`src/rtl/pipe_stage_reg.sv`:
```
// Parametrised pipeline-stage register: control bundle plus opaque payload through
// DEPTH stages, with stall, flush, valid tracking, $0-write suppression and hazard taps.
module pipe_stage_reg #(
   parameter int DATA_W   = 64,
   parameter int TNEW_W   = 2,
   parameter int DEPTH    = 1,
   parameter int TNEW_DEC = 1
) (
   input  logic                    clk,
   input  logic                    reset,
   input  logic                    en,
   input  logic                    flush,
   input  logic                    valid_in,
   input  logic [31:0]             pc_in,
   input  logic [TNEW_W-1:0]       tnew_in,
   input  logic                    regwrite_in,
   input  logic [4:0]              a3_in,
   input  logic [DATA_W-1:0]       data_in,
   output logic                    valid_out,
   output logic [31:0]             pc_out,
   output logic [TNEW_W-1:0]       tnew_out,
   output logic                    regwrite_out,
   output logic [4:0]              a3_out,
   output logic [DATA_W-1:0]       data_out,
   output logic [5*DEPTH-1:0]      tap_a3,
   output logic [DEPTH-1:0]        tap_regwrite,
   output logic [TNEW_W*DEPTH-1:0] tap_tnew,
   output logic [31:0]             bubble_cnt
);

   if (DEPTH < 1 || DEPTH > 4) begin : g_depth_check
      $error("pipe_stage_reg: DEPTH must be in 1..4");
   end

   logic              valid_q    [DEPTH];
   logic [31:0]       pc_q       [DEPTH];
   logic [TNEW_W-1:0] tnew_q     [DEPTH];
   logic              regwrite_q [DEPTH];
   logic [4:0]        a3_q       [DEPTH];
   logic [DATA_W-1:0] data_q     [DEPTH];
   logic [31:0]       bubble_q;

   function automatic logic [TNEW_W-1:0] tnew_step(input logic [TNEW_W-1:0] t);
      if (TNEW_DEC != 0 && t != '0) return t - TNEW_W'(1);
      return t;
   endfunction

   always_ff @(posedge clk) begin
      if (!reset) begin
         for (int unsigned k = 0; k < DEPTH; k++) begin
            valid_q[k]    <= 1'b0;
            pc_q[k]       <= '0;
            tnew_q[k]     <= '0;
            regwrite_q[k] <= 1'b0;
            a3_q[k]       <= '0;
            data_q[k]     <= '0;
         end
         bubble_q <= '0;
      end else begin
         // Flush overrides a stall on stage 0 only; later stages still obey en.
         if (flush) begin
            valid_q[0]    <= 1'b0;
            pc_q[0]       <= pc_in;
            tnew_q[0]     <= '0;
            regwrite_q[0] <= 1'b0;
            a3_q[0]       <= '0;
            data_q[0]     <= '0;
         end else if (en) begin
            valid_q[0]    <= valid_in;
            pc_q[0]       <= pc_in;
            tnew_q[0]     <= tnew_step(tnew_in);
            regwrite_q[0] <= regwrite_in & valid_in & (a3_in != 5'd0);
            a3_q[0]       <= a3_in;
            data_q[0]     <= data_in;
         end
         if (en) begin
            for (int unsigned k = 1; k < DEPTH; k++) begin
               valid_q[k]    <= valid_q[k-1];
               pc_q[k]       <= pc_q[k-1];
               tnew_q[k]     <= tnew_step(tnew_q[k-1]);
               regwrite_q[k] <= regwrite_q[k-1] & valid_q[k-1] & (a3_q[k-1] != 5'd0);
               a3_q[k]       <= a3_q[k-1];
               data_q[k]     <= data_q[k-1];
            end
         end
         if (!valid_q[DEPTH-1] && bubble_q != '1) bubble_q <= bubble_q + 32'd1;
      end
   end

   assign valid_out    = valid_q[DEPTH-1];
   assign pc_out       = pc_q[DEPTH-1];
   assign tnew_out     = tnew_q[DEPTH-1];
   assign regwrite_out = regwrite_q[DEPTH-1];
   assign a3_out       = a3_q[DEPTH-1];
   assign data_out     = data_q[DEPTH-1];
   assign bubble_cnt   = bubble_q;

   always_comb begin
      tap_a3       = '0;
      tap_regwrite = '0;
      tap_tnew     = '0;
      for (int unsigned k = 0; k < DEPTH; k++) begin
         tap_a3[5*k +: 5]           = a3_q[k];
         tap_regwrite[k]            = regwrite_q[k];
         tap_tnew[TNEW_W*k +: TNEW_W] = tnew_q[k];
      end
   end

endmodule

```
`config.mk`:
```
export PLATFORM = sky130hd
export DESIGN_NAME = pipe_stage_reg
export DESIGN_NICKNAME = d
export VERILOG_FILES = /design/src/rtl/pipe_stage_reg.sv
export SDC_FILE = /design/constraint.sdc
export NUM_CORES = 1
export LEC_CHECK = 0
export CORE_AREA = 10 10 130 132
export CTS_BUF_LIST = sky130_fd_sc_hd__clkbuf_16
export DETAILED_ROUTE_END_ITERATION = 10
export DIE_AREA = 0 0 140 142
export DONT_BUFFER_PORTS = 1
export HOLD_SLACK_MARGIN = 0.06
export PLACE_DENSITY = 0.65
export SETUP_SLACK_MARGIN = 0.1
export SLEW_MARGIN = 10
export SYNTH_ARGS = -nofsm -noshare
export SYNTH_HDL_FRONTEND = slang
export SYNTH_SLANG_ARGS = --single-unit
```
`constraint.sdc`:
```
create_clock -name clk -period 8.7 [get_ports clk]
set_input_delay 1.305 -clock clk [delete_from_list [all_inputs] [get_ports clk]]
set_output_delay 1.305 -clock clk [all_outputs]
set_load 0.02 [all_outputs]
```
## After elaboration in Yosys (flattened, before gate mapping)

Memories as Yosys holds them, arrays and structs flattened.
Cells that the tools add are included.

| word-level totals | value |
|---|---|
| flip-flop bits (word level) | 32 |
| bits in writable memories | 105 |
| bits of input ports | 109 |
| output and inout bits | 145 |
| word-level logic and storage cells | 69 |
| memories kept | 6 |

Memory list:

| name | words | width | rd ports | clocked after memory_dff | write ports | line | text |
|---|---|---|---|---|---|---|---|
| data_q | 1 | 64 | 1 | 0 | 1 | 40 | `logic [DATA_W-1:0] data_q [DEPTH];` |
| pc_q | 1 | 32 | 1 | 0 | 1 | 36 | `logic [31:0] pc_q [DEPTH];` |
| a3_q | 1 | 5 | 1 | 0 | 1 | 39 | `logic [4:0] a3_q [DEPTH];` |
| tnew_q | 1 | 2 | 1 | 0 | 1 | 37 | `logic [TNEW_W-1:0] tnew_q [DEPTH];` |
| regwrite_q | 1 | 1 | 1 | 0 | 1 | 38 | `logic regwrite_q [DEPTH];` |
| valid_q | 1 | 1 | 1 | 0 | 1 | 35 | `logic valid_q [DEPTH];` |

| cells by class | value |
|---|---|
| $add $sub $neg | 2 |
| eq/ne operators | 1 |
| muxes and demuxes | 41 |
| bitwise logic cells | 2 |
| reductions and logical operators | 16 |

Operators with widths:

| cell | count |
|---|---|
| $mux 64 | 2 |
| $reduce_or 64->1 | 2 |
| $mux 32 | 2 |
| $reduce_or 32->1 | 2 |
| $add 32x1->32 const B | 1 |
| $ne 32x32->1 const B | 1 |
| $mux 1 | 28 |
| $mux 2 | 7 |
| $mux 5 | 2 |
| $reduce_or 5->1 | 2 |
| $reduce_bool 5->1 | 1 |
| $reduce_or 1->1 | 4 |
| $reduce_or 2->1 | 2 |
| $and 1x1->1 | 2 |
| $reduce_bool 2->1 | 1 |
| $sub 2x1->2 const B | 1 |
| $logic_and 1x1->1 | 1 |
| $logic_not 1->1 | 1 |

## Longest topological paths before layout

| logic depth | value |
|---|---|
| word-level depth | 10 |
| mapped depth | 7 |
| gate-level depth less buffers | 6 |

## Least setup slack after synthesis

No wires, ideal clock.

| timing | value |
|---|---|
| path kind | input-to-reg |
| start point | in reset |
| end point | mem a3_q[0][0], enable pin |
| setup time | 0.967 ns |
| data arrival time | 3.627 ns |
| required time | 7.733 ns |
| setup slack | 4.106 ns |
| cell stages on the path | 3 |
| path buffers | 2 |
| path through | clkbuf_1 clkbuf_1 nand2_1 |

| between the ends | value |
|---|---|
| word-level cells in the longest chain between the ends | 5 |
| elaborated cells between the ends (all ways) | 9 |
| classes of those cells | 7 x mux; 2 x reduce/logical |

RTL lines:

| element | line | text |
|---|---|---|
| start, declared | 10 | `input logic reset,` |
| $mux 1 | 49 | `if (!reset) begin` |
| $mux 1 (not written as such) | 66 | `a3_q[0] <= '0;` |
| $reduce_or 5->1 (no source line) | n/a |  |
| $mux 1 (no source line) | n/a |  |
| $mux 1 (no source line) (*) | n/a |  |
| end, declared | 39 |  |

Every way passes the cells marked *; elsewhere a longest branch is shown, timed or not.

## Worst setup path after layout

| timing | value |
|---|---|
| start point | in reset |
| end point | mem regwrite_q[0], data pin |

| between the ends | value |
|---|---|
| word-level cells in the longest chain between the ends | 4 |

RTL lines:

| element | line | text |
|---|---|---|
| $mux 1 | 49 |  |
| $mux 1 (not written as such) | 72 | `regwrite_q[0] <= regwrite_in & valid_in & (a3_in != 5'd0);` |
| $reduce_or 1->1 (no source line) | n/a |  |
| $mux 1 (no source line) | n/a |  |
| end, declared | 38 |  |

No other way between the ends.

==> summary.txt <==
STA
  – Final setup violation count: 0
  – WHS: 0.601 ns
  – Worst-margin pin slew: 0.926 ns
  – Tmin final: 2.59 ns
  – Slew HR: 38.2%
  – Tcrit/Tclk final: 29.8%
  – Final Max Tran Viols: 0
  – TNS Setup: 0 ns
  – Highest Clock Rate: 386 MHz
  – Final Hold Vio Count: 0
  – RSZ-0062 raised after global routing: no
  – Skew final: 0.00485 ns
  – Worst setup slack after layout: 6.11 ns

Logic synthesis
  – Post-synth cell types: 41
  – Sequential area share after synthesis: 67.6%
  – Synth warn: 0
  – Post-synth ARST share: 0%
  – Seq cells post-synth: 137
  – Mapped cell area: 5610 um2
  – Ranking of synthesized cells by area: edfxtp_1 56%, and2_1 11%, dfxtp_1 11%
  – Dominant cell type by area after synthesis: edfxtp_1
  – Syn nets: 546
  – Number of enable flip-flop cells after synthesis: 105
  – Avg Cell Area, Syn: 12.9 um2
  – Share of the synthesized area in the top cell type: 56.2%
  – Gate count of the mapped netlist: 436
  – Primary FF master, synth: edfxtp_1

Clocking
  – Clock sinks: 137
  – Clock buffer depth: 2
  – Root Driver: clkbuf_16
  – H-tree Lvls: 4
  – CTS tree: built
  – Post-CTS Repair Setup Buffers: 0
  – Cts bufs inserted: 17
  – Clock Latency Late Sink: 0.42 ns
  – Clk slew on worst S/H paths: 0.06 ns
  – Cts-stage hold buffer count: 0
  – CTS-repair resized insts: 0

Run
  – Max-cap violations: 0

Power and ir drop
  – Psw: 0.000385 W
  – Reg power frac: 51.0%
  – Gate power share: 2.1%
  – Switching share of power: 24.1%
  – PD cells: 251 nW/um2
  – Pleak: 2.36 nW
  – Clk network pwr share: 46.9%
  – Final total power: 0.00160 W
  – Cell Int Power: 0.00121 W
  – VDD IR max: 0.000130 V

GRT
  – Vias in the first global route: 3407
  – First-pass GRT wire length: 21500 um
  – Total GRT Usage: 14.2%
  – Largest net degree at the start of global routing: 73
  – Initial antenna violation count: 3
  – Gr ovfl total: 0

Route
  – DR vias: 3280
  – Total wire length: 14300 um
  – Drt first pass iters: 4
  – WL/cell: 22.7 um
  – Number of DRC markers in iteration 0: 222
  – Antenna Nets Post-Route: 0
  – DRC viols: 0
  – Via density: 5.20

Placed design
  – RePlAce Congestion: 0.800
  – Dpl hpwl: 10800 um
  – Worst Setup Slack post-DPL: 5.64 ns
  – Post-DP Area: 5740 um2
  – Port bufs: 0

Die
  – Floorplan core area: 14300 um2
  – FP Rows: 44
  – Die width: 140 um
  – Ports: 254
  – Die height: 142 um
  – Die ar.: 19900 um2
  – Starting Density: 39.2%

Cells and area
  – Share of layout cells above drive strength 1: 10.4%
  – Finished Cell Area: 6370 um2
  – Commonest non-fill, non-tap cell in the layout: edfxtp_1
  – # fillers: 1293
  – Nets: 541
  – Synthesis-to-layout area growth: 13.4%
  – Most frequent cells in the layout: 105 x edfxtp_1, 103 x and2_1, 32 x dfxtp_1

Setup path
  – Crit path max fanout: 72
  – CP Class: in2reg
  – Reg2reg setup slack: 6.18 ns
  – FF-to-FF Start: bubble_cnt[5]$_SDFFE_PN0P_
  – Worst r2r path cells: 5
  – R2R Path End: bubble_cnt[20]$_SDFFE_PN0P_
  – Req. time, crit path: 8.86 ns
  – Crit path arrival time: 2.75 ns
  – CP Capture Type: flip-flop
  – Crit start category: input pin

Worst hold path
  – Hold Path Depth: 2
  – Hold Crit Class: reg2reg
  – Hold endpoint: bubble_cnt[17]$_SDFFE_PN0P_
  – Worst Hold Launch: bubble_cnt[17]$_SDFFE_PN0P_

Run status
  – Status: finished clean
kinds of logic (layout without fill, tap and decap cells):
group	Yosys count	count (layout)	share of synthesized area, %
buffers and inverters	34	42	2.92
XOR/XNOR	10	10	1.56
AND/OR/NAND/NOR	211	211	22.0
adder cells (fa/ha/maj)	1	1	0.223
multiplexers	9	9	1.60
other	0	3	0
AO/OA/AOI/OAI	34	34	4.12
flip-flops	137	137	67.6
layout make-up:
cell class | instances | area (um2) | area share (%)
well taps | 184 | 230 | 3.62
clock buffers | 17 | 425 | 6.68
repair buffers | 3 | 22.5 | 0.354
flip-flops and latches | 137 | 3790 | 59.6
clock inverters | 15 | 190 | 2.99
inverters | 7 | 26.3 | 0.413
diodes | 3 | 7.51 | 0.118
multi-input cells | 265 | 1670 | 26.3
through the flow:
step                      cells  utilization [%]
after floorplan             436                -
after global placement      596             40.1
after detailed placement    596             40.1
after CTS                   628             44.4
after global routing        629             44.4
final                       631             44.5
layer usage:
layer / routed length [um] / GRT usage [%] / share of wire [%] / up-vias
met1: 5480 / 15.6 / 38 / 1538
met2: 6780 / 21.3 / 47 / 180
met4: 152 / 4.73 / 1.1 / 0
met3: 1930 / 9.98 / 13 / 11
met5: 0 / 0 / 0 / -
li1: - / - / - / 1551
state kept, by name, indices dropped and copies added, names as in the netlist:
signal      count
a3_q            5
bubble_cnt     32
data_q         64
pc_q           32
regwrite_q      1
tnew_q          2
valid_q         1
how the worst max path moves through the flow:
stage | start | endpoint | cells after the start
after global placement | reset | regwrite_q[0]$_DFFE_PP_ | 5
after global routing | reset | regwrite_q[0]$_DFFE_PP_ | 5
final | reset | regwrite_q[0]$_DFFE_PP_ | 5
after detailed placement | reset | regwrite_q[0]$_DFFE_PP_ | 5
after CTS | reset | regwrite_q[0]$_DFFE_PP_ | 5
after floorplan | reset | a3_q[0][0]$_SDFFCE_PN0P_ | 3
power by group through the flow:
stage | Clock, W | Combinational (W) | Sequential, W
after detailed placement | 0 | 0.0000348 | 0.000831
after global routing | 0.000801 | 0.0000388 | 0.000820
after CTS | 0.000765 | 0.0000347 | 0.000818
after global placement | 0 | 0.0000325 | 0.000831
final | 0.000750 | 0.0000333 | 0.000816
after floorplan | 0 | 0.0000344 | 0.000816
cells in the mapped netlist, drive strengths merged (4+ instances only):
cell type / count
nand3: 13
a21oi: 12
edfxtp: 105
dfxtp: 32
a211oi: 6
nand2b: 9
mux2i: 9
and2: 103
nor2: 18
o31ai: 4
clkbuf: 15
nor4: 7
or4: 9
xnor2: 8
or3: 5
nand2: 27
inv: 7
nand4: 11
buf: 12
worst max-delay path, stage by stage:
cell	delay, ns
inv_1	0.59
nor3b_2	0.11
buf_4	0.29
and2_1	0.26
o311a_1	0.13
Note: power is estimated with default switching activity, not from simulation.
==> edit 1: new RTL, same flow settings <==
Register the input `pc_in` before use, cleared by the reset. The logic sees it one clock later. The other inputs are not delayed to match.
--- a/src/rtl/pipe_stage_reg.sv
+++ b/src/rtl/pipe_stage_reg.sv
@@ -29,2 +29,12 @@
 );
+
+   logic [31:0] pc_r;
+
+   always_ff @(posedge clk) begin
+      if (!reset) begin
+         pc_r <= '0;
+      end else begin
+         pc_r <= pc_in;
+      end
+   end
 
@@ -62,3 +72,3 @@
             valid_q[0]    <= 1'b0;
-            pc_q[0]       <= pc_in;
+            pc_q[0]       <= pc_r;
             tnew_q[0]     <= '0;
@@ -69,3 +79,3 @@
             valid_q[0]    <= valid_in;
-            pc_q[0]       <= pc_in;
+            pc_q[0]       <= pc_r;
             tnew_q[0]     <= tnew_step(tnew_in);
Behaviour: not the same (a bounded check fails within 4 cycles, from zero or initial values and one cycle with reset low).
==> edit 1 against the unedited design <==
Power is 8.5% higher; utilization is 5.3 points higher; wire length is 8.5% higher; cell area is 12% higher; sequential cell count is 32 higher; first-iteration DRC count is 9.5% lower; register-to-register slack worse by 330 ps; combinational power is 6% higher; die area stayed put; worst setup slack worse by 790 ps; synthesized area is 14% higher; largest power group unchanged.
==> edit 1: results <==
{
  "vdd_ir_drop_max_mv": 0.115,
  "globalRouteTotalUtil": 0.149,
  "crit_slowest_cell": "sky130_fd_sc_hd__buf_4",
  "cell_types_with_the_highest_counts_after_synthesis": "sky130_fd_sc_hd__and2_1 (135), sky130_fd_sc_hd__edfxtp_1 (105), sky130_fd_sc_hd__dfxtp_1 (64), sky130_fd_sc_hd__nor2_1 (28), sky130_fd_sc_hd__clkbuf_1 (22)",
  "rel_slew_slack": 0.293,
  "grt_first_pass_wirelength_um": 22400,
  "synth_cell_type_count": 40,
  "synth_seq_area_share": 0.693,
  "layout.filler_cells": 1214,
  "grt_pass1_vias": 3456,
  "p_leak_uw": 0.00265,
  "grt_antenna_before_repair": 2,
  "place_worst_setup_slack_ps": 4830,
  "clock_skew_ps": 10.5,
  "dr_total_vias": 3592,
  "routed_wire_length_per_instance_um": 22.9,
  "yosys-top-cells-area": "sky130_fd_sc_hd__edfxtp_1 (49%), sky130_fd_sc_hd__dfxtp_1 (20%), sky130_fd_sc_hd__and2_1 (13%), sky130_fd_sc_hd__xnor2_1 (2.6%), sky130_fd_sc_hd__nor2_1 (1.6%)",
  "worst_path_largest_cell_delay_ps": 730,
  "initialDrtViolationCount": 201,
  "setup_fix_buffers_added_after_clock_tree_synthesis": 0,
  "result_of_the_run": "finished, final reports clean",
  "final_net_count": 591,
  "largest_register_ff_count": 64,
  "synth.net_count": 601,
  "share_of_final_layout_standard_cells_stronger_than_drive_strength_1": 0.0911
}
-- edit 1: path summary, 6_finish.rpt --
path	endpoint	slack, ps	cells past startpoint	startpoint
worst max register to register	bubble_cnt[17]	5850	7	bubble_cnt[0]
worst max-delay path	data_q[0][29]	5310	3	reset
worst min register to register	pc_q[0][26]	500	1	pc_r[26]
worst min-delay path	pc_q[0][26]	500	1	pc_r[26]
-- edit 1: stage by stage --
step	std cells	instance area (um2)	hold WS (ps)	total power, uW	utilization
floorplan	491	6400	482	1000	-
global placement	646	6530	485	1010	0.456
CTS	678	7120	504	1760	0.497
finish	679	7120	503	1730	0.497
global route	678	7120	512	1790	0.497
detailed placement	646	6530	487	1020	0.456
-- edit 1: routing by layer --
layer	wire length [um]	track usage
met5	13	0
met4	276	0.0609
met3	1600	0.0774
met2	7680	0.238
met1	6000	0.165
-- edit 1: final cells by class --
cell class / count / area, um2 / area share
multi-input combinational: 285 / 1820 / 0.255
clock buffer: 17 / 425 / 0.0598
tap: 184 / 230 / 0.0323
inverter: 4 / 15.0 / 0.00211
sequential: 169 / 4430 / 0.623
clock inverter: 15 / 164 / 0.0230
timing repair buffer: 4 / 30.0 / 0.00422
antenna: 1 / 2.50 / 0.000351
-- edit 1: power breakdown --
part	switching [uW]	internal (uW)
combinational	21.0	14.3
sequential	67.4	894
clock	310	428
total	398	1340
-- edit 1: logic make-up after synthesis --
logic type,after synthesis,share of synthesized area
AO/OA/AOI/OAI,33,0.0350
flip-flops,169,0.693
adder cells (fa/ha/maj),1,0.00195
multiplexers,2,0.00313
AND/OR/NAND/NOR,227,0.210
XOR/XNOR,22,0.0301
buffers and inverters,37,0.0270
==> edit 2: new RTL, same flow settings <==
Made on the original files. The parameter `TNEW_W` goes from 2 to 4.
--- a/src/rtl/pipe_stage_reg.sv
+++ b/src/rtl/pipe_stage_reg.sv
@@ -4,3 +4,3 @@
    parameter int DATA_W   = 64,
-   parameter int TNEW_W   = 2,
+   parameter int TNEW_W   = 4,
    parameter int DEPTH    = 1,
Interface: changed (resized tap_tnew, tnew_in and tnew_out); port bits go from 254 to 260. No check against the original RTL was run, so the function may have changed too.
==> edit 2 against the unedited design <==
Worst setup slack improved by 62 ps; non-clock buffer count fell by 1; clock power fell by 6.3%; cell area rose by 3.9%; wire length rose by 5.1%; sequential cell count rose by 2; synthesized area rose by 5.6%; combinational power rose by 4%; power fell by 2.0%; highest routed layer unchanged.
==> edit 2: results <==
{
  "grt_first_pass_wirelength_um": 22300,
  "internal-power_uw": 1170,
  "post_synth_xor_area_fraction": 0.00886,
  "global_placer_s_final_weighted_congestion": 0.851,
  "cts.reportedPaths.clkPinSlew_ps": 60,
  "timing.critical_path.max_delay_family": "buffers and inverters",
  "yosys-top-cells-area": "sky130_fd_sc_hd__edfxtp_1 (54%), sky130_fd_sc_hd__and2_1 (11%), sky130_fd_sc_hd__dfxtp_1 (11%), sky130_fd_sc_hd__a21oi_1 (1.5%), sky130_fd_sc_hd__buf_4 (1.3%)",
  "synth.net_count": 574,
  "yosys-mux-area-fraction": 0.00844,
  "grt_antenna_before_repair": 1,
  "via_per_inst": 5.53,
  "worst_path_largest_cell_delay_ps": 810,
  "crit_slowest_cell": "sky130_fd_sc_hd__buf_4",
  "setup-violations-final": 0,
  "synth_cell_type_count": 54,
  "globalRouteTotalUtil": 0.145,
  "result_of_the_run": "finished, final reports clean",
  "initialDrtViolationCount": 221,
  "dpl.cell_count": 619,
  "ys.warnings.count": 0,
  "worst-path-max-fanout": 79,
  "clock_skew_ps": 7.39,
  "power.share.sequential": 0.529,
  "share_of_final_layout_standard_cells_stronger_than_drive_strength_1": 0.122,
  "routed_wire_length_per_instance_um": 23.1,
  "p_leak_uw": 0.00252,
  "clock_tree.htree_level_count": 4,
  "detailed_place_hpwl_um": 11400,
  "compound_gate_portion_of_the_synthesized_area": 0.0597,
  "cell_count_after_synthesis": 461,
  "worst_slew_pin_tran_ps": 1010,
  "final_cell_count_no_fill": 652,
  "class_of_the_tightest_hold_or_removal_check": "flip-flop to flip-flop",
  "critical_path_arrival_ps": 2560,
  "cell_types_with_the_highest_counts_after_synthesis": "sky130_fd_sc_hd__edfxtp_1 (107), sky130_fd_sc_hd__and2_1 (105), sky130_fd_sc_hd__dfxtp_1 (32), sky130_fd_sc_hd__nand2_1 (19)",
  "power.combinational.fraction": 0.022,
  "number_of_enable_type_register_cells_in_the_synthesized_netlist": 107,
  "place_worst_setup_slack_ps": 5750,
  "vdd_ir_drop_max_mv": 0.131,
  "synth_seq_area_share": 0.650,
  "post_synth_fa_ha_maj_area_fraction": 0.00422,
  "cts-resized-gates": 0,
  "drt-pass1-iter-count": 4,
  "r2r_cells": 6,
  "grt_pass1_vias": 3616,
  "grt_start_max_net_pins": 80
}
-- edit 2: kinds of logic after synthesis --
| kind of cell | count (synthesis) |
|---|---|
| AOI/OAI and AO/OA | 52 |
| xor gates and xnor gates | 6 |
| adders and majority gates | 2 |
| buffers and inverters | 36 |
| DFF | 139 |
| muxes | 5 |
| and+or+nand+nor | 221 |
-- edit 2: final cells by class --
cell class              instances  area (um2)
flip-flops and latches        139        3850
well taps                     184         230
diodes                          1        2.50
fillers                      1262        7690
clock buffers                  17         425
multi-input cells             286        1910
clock inverters                15         153
repair buffers                  2        15.0
inverters                       8        30.0
-- edit 2: tightest hold or removal path: cells and delay by family, from the launching register on --
kind	cells	cell delay [ps]
flops	1	420
mux	1	60
simple gates	1	100
-- edit 2: worst paths after layout --
check / start / end / slack [ps]
worst max-delay path: flush / pc_q[0][29] / 6170
worst min-delay path: bubble_cnt[14] / bubble_cnt[14] / 630
worst max register to register: bubble_cnt[1] / bubble_cnt[7] / 6370
worst min register to register: bubble_cnt[14] / bubble_cnt[14] / 630
-- edit 2: per-stage QoR --
step           total power, uW   util  area [um2]
2_1_floorplan              866      -        5930
5_1_grt                   1620  0.462        6620
3_3_place_gp               879  0.422        6040
6_report                  1570  0.462        6620
4_1_cts                   1590  0.462        6620
3_5_place_dp               881  0.422        6040
-- edit 2: metal layers --
| metal | vias up | GRT usage | routed length, um |
|---|---|---|---|
| met5 | - | 0 | 0 |
| met4 | 0 | 0.0636 | 373 |
| met3 | 25 | 0.0778 | 1520 |
| met2 | 180 | 0.228 | 7520 |
| met1 | 1740 | 0.161 | 5660 |
| li1 | 1660 | - | - |
